$ cat config.mk
export PLATFORM = sky130hd
export DESIGN_NAME = hammer_hit_detector_flat
export DESIGN_NICKNAME = d
export VERILOG_FILES = /design/src/rtl/hammer_hit_if.sv /design/src/rtl/hammer_hit_detector.sv /design/src/flat_wrapper.sv
export SDC_FILE = /design/constraint.sdc
export NUM_CORES = 1
export LEC_CHECK = 0
export BUFFER_PORTS_ARGS = -buffer_cell sky130_fd_sc_hd__buf_4
export CAP_MARGIN = 20
export CORE_AREA = 4 4 68 83
export CTS_CLUSTER_DIAMETER = 120
export CTS_CLUSTER_SIZE = 24
export DETAILED_ROUTE_END_ITERATION = 10
export DIE_AREA = 0 0 72 87
export MAX_ROUTING_LAYER = met4
export PLACE_DENSITY = 0.71
export SETUP_SLACK_MARGIN = 0.05
export SYNTH_ARGS = -nofsm -noshare
export SYNTH_HDL_FRONTEND = slang
export SYNTH_SLANG_ARGS = --single-unit
export TNS_END_PERCENT = 20
$ cat constraint.sdc
create_clock -name clk -period 6.19 [get_ports clk]
set_clock_uncertainty 0.2 [all_clocks]
set_input_delay 0.9285 -clock clk [delete_from_list [all_inputs] [get_ports clk]]
set_output_delay 0.9285 -clock clk [all_outputs]
set_load 0.02 [all_outputs]
$ cat src/rtl/hammer_hit_if.sv
// Handshake bundle between the game front end (switches, hammer, LEDs) and the
// hit detector. The master drives the player/game inputs; the slave reports the strike result.
interface hammer_hit_if #(
    parameter int NUM_POS = 5
);
    logic               enable;
    logic [NUM_POS-1:0] sw_raw;
    logic               hammer_pulse;
    logic [NUM_POS-1:0] mole_led;
    logic [NUM_POS-1:0] hit_vec;
    logic               miss_pulse;
    logic [NUM_POS-1:0] armed;
    logic               lockout;

    modport master (
        output enable, sw_raw, hammer_pulse, mole_led,
        input  hit_vec, miss_pulse, armed, lockout
    );

    modport slave (
        input  enable, sw_raw, hammer_pulse, mole_led,
        output hit_vec, miss_pulse, armed, lockout
    );
endinterface

$ cat src/rtl/hammer_hit_detector.sv
// Arms mole positions from switch toggles under lit LEDs, then scores the next
// hammer strike as a hit vector or a miss, followed by a bounce-rejecting lockout.
module hammer_hit_detector #(
    parameter int NUM_POS       = 5,
    parameter int SYNC_STAGES   = 2,
    parameter int LOCKOUT_TICKS = 10_000_000,
    parameter int CNT_W         = 24
) (
    input  logic          clk,
    input  logic          rst_n,
    hammer_hit_if.slave   bus
);

    localparam logic [CNT_W-1:0] CNT_LOAD = CNT_W'(LOCKOUT_TICKS - 1);

    typedef enum logic {IDLE, LOCK} state_t;

    logic [NUM_POS-1:0] sync_q [SYNC_STAGES];
    logic [NUM_POS-1:0] sync_d [SYNC_STAGES];
    logic [NUM_POS-1:0] sw_prev_q, sw_prev_d;
    logic [NUM_POS-1:0] led_prev_q, led_prev_d;
    logic [NUM_POS-1:0] armed_q, armed_d;
    logic [NUM_POS-1:0] hit_vec_q, hit_vec_d;
    logic               miss_pulse_q, miss_pulse_d;
    logic [CNT_W-1:0]   cnt_q, cnt_d;
    state_t             state_q, state_d;

    logic [NUM_POS-1:0] sw_s;
    logic [NUM_POS-1:0] sw_edge;
    logic [NUM_POS-1:0] led_rise;
    logic [NUM_POS-1:0] scored;
    logic               strike;

    // Synchroniser and history registers run regardless of enable so that
    // re-enabling never presents a stale edge.
    always_comb begin
        sync_d[0] = bus.sw_raw;
        for (int s = 1; s < SYNC_STAGES; s++) begin
            sync_d[s] = sync_q[s-1];
        end
        sw_s       = sync_q[SYNC_STAGES-1];
        sw_prev_d  = sw_s;
        led_prev_d = bus.mole_led;
        sw_edge    = sw_s ^ sw_prev_q;
        led_rise   = bus.mole_led & ~led_prev_q;
    end

    always_comb begin
        strike = (state_q == IDLE) && bus.enable && bus.hammer_pulse;
        scored = armed_q & bus.mole_led;
        for (int i = 0; i < NUM_POS; i++) begin
            if (!bus.enable || strike || !bus.mole_led[i] || led_rise[i]) begin
                armed_d[i] = 1'b0;
            end else if (sw_edge[i]) begin
                armed_d[i] = 1'b1;
            end else begin
                armed_d[i] = armed_q[i];
            end
        end
    end

    always_comb begin
        state_d      = state_q;
        cnt_d        = cnt_q;
        hit_vec_d    = '0;
        miss_pulse_d = 1'b0;
        if (!bus.enable) begin
            state_d = IDLE;
            cnt_d   = '0;
        end else begin
            case (state_q)
                IDLE: begin
                    if (strike) begin
                        hit_vec_d    = scored;
                        miss_pulse_d = (scored == '0);
                        cnt_d        = CNT_LOAD;
                        state_d      = LOCK;
                    end
                end
                LOCK: begin
                    // The cycle that sees cnt==0 is the last lockout cycle.
                    if (cnt_q == '0) begin
                        state_d = IDLE;
                    end else begin
                        cnt_d = cnt_q - CNT_W'(1);
                    end
                end
                default: state_d = IDLE;
            endcase
        end
    end

    always_ff @(posedge clk or negedge rst_n) begin
        if (!rst_n) begin
            for (int s = 0; s < SYNC_STAGES; s++) begin
                sync_q[s] <= '0;
            end
            sw_prev_q    <= '0;
            led_prev_q   <= '0;
            armed_q      <= '0;
            hit_vec_q    <= '0;
            miss_pulse_q <= 1'b0;
            cnt_q        <= '0;
            state_q      <= IDLE;
        end else begin
            for (int s = 0; s < SYNC_STAGES; s++) begin
                sync_q[s] <= sync_d[s];
            end
            sw_prev_q    <= sw_prev_d;
            led_prev_q   <= led_prev_d;
            armed_q      <= armed_d;
            hit_vec_q    <= hit_vec_d;
            miss_pulse_q <= miss_pulse_d;
            cnt_q        <= cnt_d;
            state_q      <= state_d;
        end
    end

    assign bus.hit_vec    = hit_vec_q;
    assign bus.miss_pulse = miss_pulse_q;
    assign bus.armed      = armed_q;
    assign bus.lockout    = (state_q == LOCK);

endmodule

$ cat src/flat_wrapper.sv
// flat-port wrapper written by rule: the top's interface ports become plain ports
module hammer_hit_detector_flat 
#(
    parameter int NUM_POS       = 5,
    parameter int SYNC_STAGES   = 2,
    parameter int LOCKOUT_TICKS = 10_000_000,
    parameter int CNT_W         = 24
)
  (clk, rst_n, bus_enable, bus_sw_raw, bus_hammer_pulse, bus_mole_led, bus_hit_vec, bus_miss_pulse, bus_armed, bus_lockout);
  hammer_hit_if #(.NUM_POS(NUM_POS)) bus_i ();
  input  logic clk;
  input  logic rst_n;
  input wire logic [$bits(bus_i.enable)-1:0] bus_enable;
  input wire logic [$bits(bus_i.sw_raw)-1:0] bus_sw_raw;
  input wire logic [$bits(bus_i.hammer_pulse)-1:0] bus_hammer_pulse;
  input wire logic [$bits(bus_i.mole_led)-1:0] bus_mole_led;
  output wire logic [$bits(bus_i.hit_vec)-1:0] bus_hit_vec;
  output wire logic [$bits(bus_i.miss_pulse)-1:0] bus_miss_pulse;
  output wire logic [$bits(bus_i.armed)-1:0] bus_armed;
  output wire logic [$bits(bus_i.lockout)-1:0] bus_lockout;
  assign bus_i.enable = bus_enable;
  assign bus_i.sw_raw = bus_sw_raw;
  assign bus_i.hammer_pulse = bus_hammer_pulse;
  assign bus_i.mole_led = bus_mole_led;
  assign bus_hit_vec = bus_i.hit_vec;
  assign bus_miss_pulse = bus_i.miss_pulse;
  assign bus_armed = bus_i.armed;
  assign bus_lockout = bus_i.lockout;
  hammer_hit_detector #(.NUM_POS(NUM_POS), .SYNC_STAGES(SYNC_STAGES), .LOCKOUT_TICKS(LOCKOUT_TICKS), .CNT_W(CNT_W)) u_core (.clk(clk), .rst_n(rst_n), .bus(bus_i));
endmodule
==> Implementation_results.wiki, run 1 <==
{| class="wikitable"
! Metric !! Value
|-
| Outcome || finished, final reports clean
|-
| Post-Route WL || 5.20 mm
|-
| PnR worst setup slack || 3.45 ns
|-
| Clock latency of the later-clocked register in the worst-skew pair || a little over 0.3 ns
|-
| # diodes || 0
|-
| Mapped cell area || between 2000 and 2500 sq um
|-
| Die Height || approximately 87 microns
|-
| Post-synth top area share || 56.1%
|-
| Number of global-route vias before repair || 1884
|-
| Slew headroom || 48.4%
|-
| Cell Rows || 28
|-
| Post-route ant nets || 0
|-
| Total grt overflow || 0
|-
| Leading cell type in the layout, fill and taps excluded || sky130_fd_sc_hd__dfrtp_1
|-
| Boundary Pins || 26
|-
| Arrival time of data at the critical path endpoint || 2.75 ns
|-
| Number of design-rule violations left by the first detailed-router iteration || 158
|-
| Global placement routability congestion || 0.849
|-
| Highest net fanout along the worst path || 10
|-
| WS Path Type || flip-flop to flip-flop
|-
| NumNets Final || 266
|-
| Yosys top cell by area || sky130_fd_sc_hd__dfrtp_1
|-
| Number of vias after detailed routing || 1882
|-
| Vias per Instance || about 6.1
|-
| Initial Utilization || 51.6%
|-
| Number of cells on the worst hold path || 0
|-
| Flop and latch count out of synthesis || 56
|-
| Depth of the worst register-to-register path || 7
|-
| Area Overhead vs Synth || 12.5%
|-
| DP HPWL || 3.52 mm
|-
| Total number of yosys warnings || 0
|-
| Classification of the worst-slack hold path || flip-flop to flip-flop
|-
| Startpoint Class || flip-flop
|-
| CTS Buf Count || 5
|-
| Element type at the critical path end || flip-flop
|-
| Floorplan die width || 72 microns
|-
| Setup violations, final || 0
|-
| Crit share post-route || 44.3%
|-
| Clock sinks || 56
|-
| Pwr per Cell Area || ~270 nW/um^2
|-
| Pre-Repair DR Iteration Count || 4
|-
| Final max-slew violation count || 0
|-
| Setup TNS Final || 0 ns
|-
| Max-cap violations || 0
|-
| Peak Freq || 0.364 GHz
|-
| Yosys cell types || 45
|-
| Worst slack after detailed placement || about 3.4 ns
|-
| Initial antenna violation count || 0
|-
| Count of flip-flops with a built-in enable after synthesis || 0
|-
| Post-synthesis instance total || 228
|-
| Clock tree from TritonCTS || yes
|-
| Die Footprint || 6260 sq um
|-
| Static Leak || 1.29 nW
|-
| Worst VDD drop || around 0.11 mV
|-
| Wire length of the first global-routing pass || between 8 and 9 mm
|-
| Maximum level of the CTS H-tree || 2
|-
| Clock transition at the registers of the reported paths || 0.10 ns
|-
| Hold violation total from the final report || 0
|-
| RSZ-0062 raised after global routing || no
|-
| Core region area || ~4800 sq um
|-
| Cell area reported after detailed placement || 2700 sq um
|-
| Final Instance Area || 2810 sq um
|-
| Ys flop type || sky130_fd_sc_hd__dfrtp_1
|-
| Buffer levels on the longest clock path || 2
|-
| Share of flip-flops with an asynchronous set or reset || 100%
|-
| Clock root buffer master || sky130_fd_sc_hd__clkbuf_8
|-
| Count of buffers inserted at the top-level ports || 25
|-
| Clock period minus final worst setup slack || 2.74 ns
|-
| Fraction of the core area covered by cells at the end of the flow || 58.1%
|-
| Syn Nets || 244
|-
| Mean Syn Cell Area || 10.9 sq um
|-
| Synth area leaders || sky130_fd_sc_hd__dfrtp_1 56%, sky130_fd_sc_hd__o21ai_0 3.8%, sky130_fd_sc_hd__nor3_1 2.8%, sky130_fd_sc_hd__nand2_1 2.7%, sky130_fd_sc_hd__a22o_1 2.5%
|-
| Wire length per cell || 16.7 microns
|-
| Maximum number of pins on one net before global-route repair || 57
|-
| Share of the yosys chip area belonging to registers || 56.1%
|-
| Post-CTS setup-driven buffer insertion count || 0
|-
| Worst-margin pin slew || 0.767 ns
|-
| CTS Hold Bufs || 0
|-
| Overall fraction of global-route tracks in use || 18.7%
|-
| Post-cts gate resize count || 0
|-
| Most frequent cells in the layout || 56 x sky130_fd_sc_hd__dfrtp_1, 25 x sky130_fd_sc_hd__buf_4, 19 x sky130_fd_sc_hd__o21ai_0, 18 x sky130_fd_sc_hd__nand2_1, 15 x sky130_fd_sc_hd__nor2_1
|-
| Proportion of layout cells with a drive suffix above 1 || about 18%
|-
| Required time at the endpoint of the critical path || between 6 and 7 ns
|-
| Total DRC errors in the routed layout || 0
|}
[through the flow]
stage	total power, mW	instances	hold WS, ns
detailed placement	0.532	303	0.137
global placement	0.530	303	0.132
floorplan	0.495	228	0.131
finish	0.769	311	0.157
global route	0.806	311	0.168
CTS	0.774	311	0.160
[final cells by class]
cell class,instances,area [sq um]
clock inverter,2,38.8
timing repair buffer,25,188
sequential,56,1400
tap,60,75.1
fill,422,2030
inverter,7,26.3
multi-input combinational,155,1010
clock buffer,6,72.6
[Yosys cell counts (all sizes together), types with 2 or more instances]
cell type,instances
a211oi,2
a21o,6
a21oi,9
a22o,7
a31oi,3
a32o,2
and2,2
buf,4
clkbuf,6
dfrtp,56
ha,2
inv,7
nand2,18
nand3,4
nor2,15
nor3,14
nor4,8
o2111a,5
o21ai,25
o31ai,2
o41ai,6
or3,2
or4,5
or4b,2
xor2,5
[power by group]
part	switching (mW)	total (mW)	internal [mW]
Combinational	0.0700	0.115	0.0454
Sequential	0.0233	0.409	0.386
Clock	0.122	0.244	0.122
[registers in the layout, indices dropped and copies added, names as in the netlist]
register,count
u_core.cnt_q,24
u_core.bus.armed,5
u_core.bus.hit_vec,5
u_core.led_prev_q,5
u_core.sw_prev_d,5
u_core.sw_prev_q,5
u_core.sync_d,5
u_core.bus.lockout,1
u_core.bus.miss_pulse,1
[layer usage]
layer,share of wire [%],vias to the layer above,GRT usage [%]
met5,0,-,-
met4,1.1,0,5.13
met3,4.2,6,3.23
met2,51,42,30.9
met1,44,940,23.8
li1,-,894,-
[kinds of logic after synthesis]
| family | after synthesis | share of synthesized area (%) |
|---|---|---|
| AOI/OAI and AO/OA | 71 | 20.6 |
| buffers and inverters | 17 | 3.51 |
| DFF | 56 | 56.1 |
| and+or+nand+nor | 77 | 17.0 |
| xor gates and xnor gates | 5 | 1.75 |
| adders and majority gates | 2 | 1.00 |
[final timing paths]
check	start	end	slack [ns]
setup / recovery	u_core.cnt_q[0]$_DFFE_PN0P_	u_core.cnt_q[9]$_DFFE_PN0P_	3.45
hold / removal	u_core.sync_d[1]$_DFF_PN0_	u_core.sw_prev_d[1]$_DFF_PN0_	0.16
setup reg to reg	u_core.cnt_q[0]$_DFFE_PN0P_	u_core.cnt_q[9]$_DFFE_PN0P_	3.45
hold reg to reg	u_core.sync_d[1]$_DFF_PN0_	u_core.sw_prev_d[1]$_DFF_PN0_	0.16
max in group asynchronous	rst_n	u_core.bus.armed[2]$_DFFE_PN0P_	4.89
min in group asynchronous	rst_n	u_core.cnt_q[3]$_DFFE_PN0P_	0.45
[critical path, cell delays in order, from the launching register on]
cell and delay [ns]:
sky130_fd_sc_hd__dfrtp_1 0.44, sky130_fd_sc_hd__inv_1 0.10, sky130_fd_sc_hd__ha_1 0.14, sky130_fd_sc_hd__or4b_2 0.62, sky130_fd_sc_hd__nor4_4 0.37, sky130_fd_sc_hd__a21o_1 0.43, sky130_fd_sc_hd__o21ai_1 0.13, sky130_fd_sc_hd__a21o_1 0.20
Note: power is estimated with default switching activity, not from simulation.
==> run 2, diff against run 1 <==
ABC_AREA = 1   (was not set)
CORE_AREA = 4 4 70 85   (was 4 4 68 83)
DIE_AREA = 0 0 74 89   (was 0 0 72 87)
PLACE_DENSITY = 0.72   (was 0.71)
clock period = 2.72 ns   (was 6.19 ns; I/O delays follow)
==> run 2 against run 1 <==
  * First-iteration DRC count down 22%
  * Synthesized cell count is 44% higher
  * Power rose by 150%
  * Cell area is 8.3% higher
  * Worst setup slack lost 2.9 ns
  * Flip-flop and latch count unchanged
  * Sequential share of layout area down 3.8 points
  * Clock power increased by 89%
  * Die area grew 5.1%
  * Critical path depth grew 4
  * Synthesized area grew 7.6%
  * Maximum frequency grew 27%
  * Highest routed layer unchanged
==> Implementation_results.wiki, run 2 <==
{| class="wikitable"
! Metric !! Value
|-
| Hold violation total from the final report || 0 (unchanged)
|-
| Setup TNS Final || 0 ns (unchanged)
|-
| Clock root buffer master || sky130_fd_sc_hd__clkbuf_8 (unchanged)
|-
| Pwr per Cell Area || 621 nW/um^2 (was 274 nW/um^2)
|-
| Family with the most delay on the worst path || simple AND/OR/NAND/NOR gates (unchanged)
|-
| Element type at the critical path end || flip-flop (unchanged)
|-
| Number of design-rule violations left by the first detailed-router iteration || 123 (was 158)
|-
| Maximum number of pins on one net before global-route repair || 57 (unchanged)
|-
| Yosys top cell by area || sky130_fd_sc_hd__dfrtp_1 (unchanged)
|-
| GR Util met3 || 3.49% (was 3.23%)
|-
| Most common library cells after synthesis || 99 x sky130_fd_sc_hd__nand2_1, 56 x sky130_fd_sc_hd__dfrtp_1, 41 x sky130_fd_sc_hd__nor2_1 (was 56 x sky130_fd_sc_hd__dfrtp_1, 19 x sky130_fd_sc_hd__o21ai_0, 18 x sky130_fd_sc_hd__nand2_1)
|-
| Buffer levels on the longest clock path || 2 (unchanged)
|-
| Clock tree from TritonCTS || yes (unchanged)
|-
| Flop and latch count out of synthesis || 56 (unchanged)
|-
| Die Height || 89 microns (was 87 microns)
|-
| Max-cap violations || 0 (unchanged)
|-
| Met2 usage || 33.1% (was 30.9%)
|-
| Clock transition at the registers of the reported paths || 0.10 ns (about the same)
|-
| Startpoint Class || flip-flop (unchanged)
|-
| Slew headroom || 54.0% (was 48.4%)
|-
| Total grt overflow || 0 (unchanged)
|-
| CTS Buf Count || 5 (unchanged)
|-
| Count of flip-flops with a built-in enable after synthesis || 0 (unchanged)
|-
| Mapped cell area || 2690 sq um (was 2500 sq um)
|-
| Required time at the endpoint of the critical path || 2.71 ns (was 6.20 ns)
|-
| Pre-Repair DR Iteration Count || 4 (unchanged)
|-
| Register containing the most flip-flops in the final layout || u_core.cnt_q (unchanged)
|-
| Floorplan die width || 74 microns (was 72 microns)
|-
| Post-route ant nets || 0 (unchanged)
|-
| Share of flip-flops with an asynchronous set or reset || 100% (unchanged)
|-
| Core region area || 5190 sq um (was 4830 sq um)
|-
| Setup violations, final || 0 (unchanged)
|-
| Initial Utilization || 51.7% (was 51.6%)
|-
| Boundary Pins || 26 (unchanged)
|-
| Number of flip-flops under the largest register name || 24 (unchanged)
|-
| # diodes || 0 (unchanged)
|-
| Post-Route WL || 5.38 mm (was 5.20 mm)
|-
| Count of buffers inserted at the top-level ports || 25 (unchanged)
|-
| Overall fraction of global-route tracks in use || 19.7% (was 18.7%)
|-
| Post-synth top area share || 52.2% (was 56.1%)
|-
| Mean Syn Cell Area || 8.19 sq um (was 10.9 sq um)
|-
| Crit share post-route || 79.4% (was 44.3%)
|-
| Post-synthesis instance total || 328 (was 228)
|-
| Maximum level of the CTS H-tree || 2 (unchanged)
|-
| Synth area leaders || sky130_fd_sc_hd__dfrtp_1 52%, sky130_fd_sc_hd__nand2_1 14%, sky130_fd_sc_hd__nor2_1 5.7%, sky130_fd_sc_hd__inv_1 5.6%, sky130_fd_sc_hd__nand3_1 3.5% (was sky130_fd_sc_hd__dfrtp_1 56%, sky130_fd_sc_hd__o21ai_0 3.8%, sky130_fd_sc_hd__nor3_1 2.8%, sky130_fd_sc_hd__nand2_1 2.7%, sky130_fd_sc_hd__a22o_1 2.5%)
|-
| Clock sinks || 56 (unchanged)
|-
| Outcome || finished, final reports clean (unchanged)
|-
| Ys flop type || sky130_fd_sc_hd__dfrtp_1 (unchanged)
|-
| Fraction of the core area covered by cells at the end of the flow || 58.6% (was 58.1%)
|-
| Classification of the worst-slack hold path || input port to flip-flop (was flip-flop to flip-flop)
|-
| Initial antenna violation count || 0 (unchanged)
|-
| Global placement routability congestion || 0.885 (was 0.849)
|-
| Post-cts gate resize count || 0 (unchanged)
|-
| Share of the yosys chip area belonging to registers || 52.2% (was 56.1%)
|-
| Number of global-route vias before repair || 2211 (was 1884)
|-
| WS Path Type || flip-flop to flip-flop (unchanged)
|-
| Arrival time of data at the critical path endpoint || 2.15 ns (was 2.75 ns)
|-
| Worst VDD drop || 0.291 mV (was 0.109 mV)
|-
| Die Footprint || 6590 sq um (was 6260 sq um)
|-
| Critical-path top delay cell || sky130_fd_sc_hd__dfrtp_1 (was sky130_fd_sc_hd__or4b_2)
|-
| DP HPWL || 3.94 mm (was 3.52 mm)
|-
| Flop2flop setup slack || 0.56 ns (was 3.45 ns)
|-
| Cell area reported after detailed placement || 2890 sq um (was 2700 sq um)
|-
| Wire length of the first global-routing pass || 9.72 mm (was 8.94 mm)
|-
| Stage delay of the slowest cell on the critical path || 0.38 ns (was 0.62 ns)
|-
| Global-route met1 utilization || 23.5% (was 23.8%)
|-
| Most numerous cell in the Yosys netlist || sky130_fd_sc_hd__nand2_1 (was sky130_fd_sc_hd__dfrtp_1)
|-
| Area Overhead vs Synth || 13.3% (was 12.5%)
|-
| Cells along the critical path || inv_1, ha_1, inv_1, nor2_1, nand2_1, nor2_1, nand3_1, nand2_1, nand2_2, inv_2, o21ai_0 (was inv_1, ha_1, or4b_2, nor4_4, a21o_1, o21ai_1, a21o_1)
|-
| Final max-slew violation count || 0 (unchanged)
|-
| Yosys cell types || 27 (was 45)
|-
| Final Instance Area || 3040 sq um (was 2810 sq um)
|-
| Proportion of layout cells with a drive suffix above 1 || 14.4% (was 18.3%)
|-
| RSZ-0062 raised after global routing || no (unchanged)
|-
| Worst-margin pin slew || 0.690 ns (was 0.767 ns)
|-
| Syn Nets || 344 (was 244)
|-
| Total DRC errors in the routed layout || 0 (unchanged)
|-
| Number of vias after detailed routing || 2120 (was 1882)
|-
| Wire length per cell || 12.7 microns (was 16.7 microns)
|-
| Most frequent cells in the layout || 99 x sky130_fd_sc_hd__nand2_1, 56 x sky130_fd_sc_hd__dfrtp_1, 41 x sky130_fd_sc_hd__nor2_1, 40 x sky130_fd_sc_hd__inv_1, 26 x sky130_fd_sc_hd__buf_4 (was 56 x sky130_fd_sc_hd__dfrtp_1, 25 x sky130_fd_sc_hd__buf_4, 19 x sky130_fd_sc_hd__o21ai_0, 18 x sky130_fd_sc_hd__nand2_1, 15 x sky130_fd_sc_hd__nor2_1)
|-
| Leading cell type in the layout, fill and taps excluded || sky130_fd_sc_hd__nand2_1 (was sky130_fd_sc_hd__dfrtp_1)
|-
| Vias per Instance || 5.01 (was 6.05)
|-
| Highest net fanout along the worst path || 20 (was 10)
|-
| Clock latency of the later-clocked register in the worst-skew pair || 0.31 ns (about the same)
|-
| Filler Cells Inserted || 466 (was 422)
|-
| Total number of yosys warnings || 0 (unchanged)
|-
| Peak Freq || 0.463 GHz (was 0.364 GHz)
|-
| Static Leak || 1.60 nW (was 1.29 nW)
|-
| Design Power || 1.89 mW (was 0.769 mW)
|-
| Final hold slack || 0.0139 ns (was 0.157 ns)
|-
| NumNets Final || 376 (was 266)
|-
| Clock period minus final worst setup slack || 2.16 ns (was 2.74 ns)
|-
| Cell Rows || 29 (was 28)
|-
| Busiest layer in global routing || met2 (unchanged)
|-
| Crit path buf inv count || 3 (was 1)
|}
[run 2: cell count changes after synthesis, moves of 7 or more]
| cell | before | now |
|---|---|---|
| sky130_fd_sc_hd__a22o_1 | 7 | 0 |
| sky130_fd_sc_hd__inv_1 | 6 | 40 |
| sky130_fd_sc_hd__nand2_1 | 18 | 99 |
| sky130_fd_sc_hd__nand3_1 | 4 | 19 |
| sky130_fd_sc_hd__nor2_1 | 15 | 41 |
| sky130_fd_sc_hd__nor3_1 | 14 | 5 |
| sky130_fd_sc_hd__o21ai_2 | 3 | 10 |
[run 2: through the flow]
step | setup slack [ns] | cells
6_report | 0.562 | 423
5_1_grt | 0.316 | 423
4_1_cts | 0.539 | 423
3_5_place_dp | 0.552 | 409
3_3_place_gp | 0.650 | 409
2_1_floorplan | 1.03 | 328
[run 2: where the power goes]
group	switching (mW)	total (mW)	leakage [nW]	internal (mW)
combinational	0.319	0.480	0.836	0.161
sequential	0.0522	0.950	0.714	0.898
clock	0.276	0.461	0.0485	0.185
total	0.647	1.89	1.60	1.24
[run 2: cells by family after synthesis]
logic type	count (synthesis)	synth area share (%)
AO/OA/AOI/OAI	37	9.09
XOR/XNOR	6	1.96
adder cells (fa/ha/maj)	2	0.932
flip-flops	56	52.2
AND/OR/NAND/NOR	177	27.4
buffers and inverters	50	8.48
[run 2: area by class of cell]
cell class / count / area, sq um / area share (%)
flip-flops and latches: 56 / 1400 / 46.1
inverters: 43 / 161 / 5.30
multi-input cells: 222 / 1060 / 34.7
repair buffers: 32 / 255 / 8.39
well taps: 62 / 77.6 / 2.55
clock buffers: 5 / 68.8 / 2.26
clock inverters: 3 / 22.5 / 0.740
[run 2: path summary, 6_finish.rpt]
path                                        startpoint                              to  cells past startpoint
max in group asynchronous                        rst_n   u_core.sw_prev_d[4]$_DFF_PN0_                      2
setup reg to reg           u_core.cnt_q[0]$_DFFE_PN0P_    u_core.cnt_q[13]$_DFFE_PN0P_                     11
hold / removal                         bus_mole_led[1]  u_core.led_prev_q[1]$_DFF_PN0_                      1
setup / recovery           u_core.cnt_q[0]$_DFFE_PN0P_    u_core.cnt_q[13]$_DFFE_PN0P_                     11
hold reg to reg             u_core.sync_d[3]$_DFF_PN0_   u_core.sw_prev_d[3]$_DFF_PN0_                      0
min in group asynchronous                        rst_n     u_core.cnt_q[1]$_DFFE_PN0P_                      2
[run 2: per-layer routing]
metal	share of wire, %	vias to the layer above
li1	-	1095
met1	43	966
met2	49	50
met3	5.9	9
met4	1.9	0
met5	0	-
[run 2: repair_timing]
action | 4_1_cts | 5_1_grt
buffers inserted | 0 | 0
setup endpoints to repair | 0 | 0
endpoints found under the hold margin | 61 | 0
hold buffers | 6 | 0
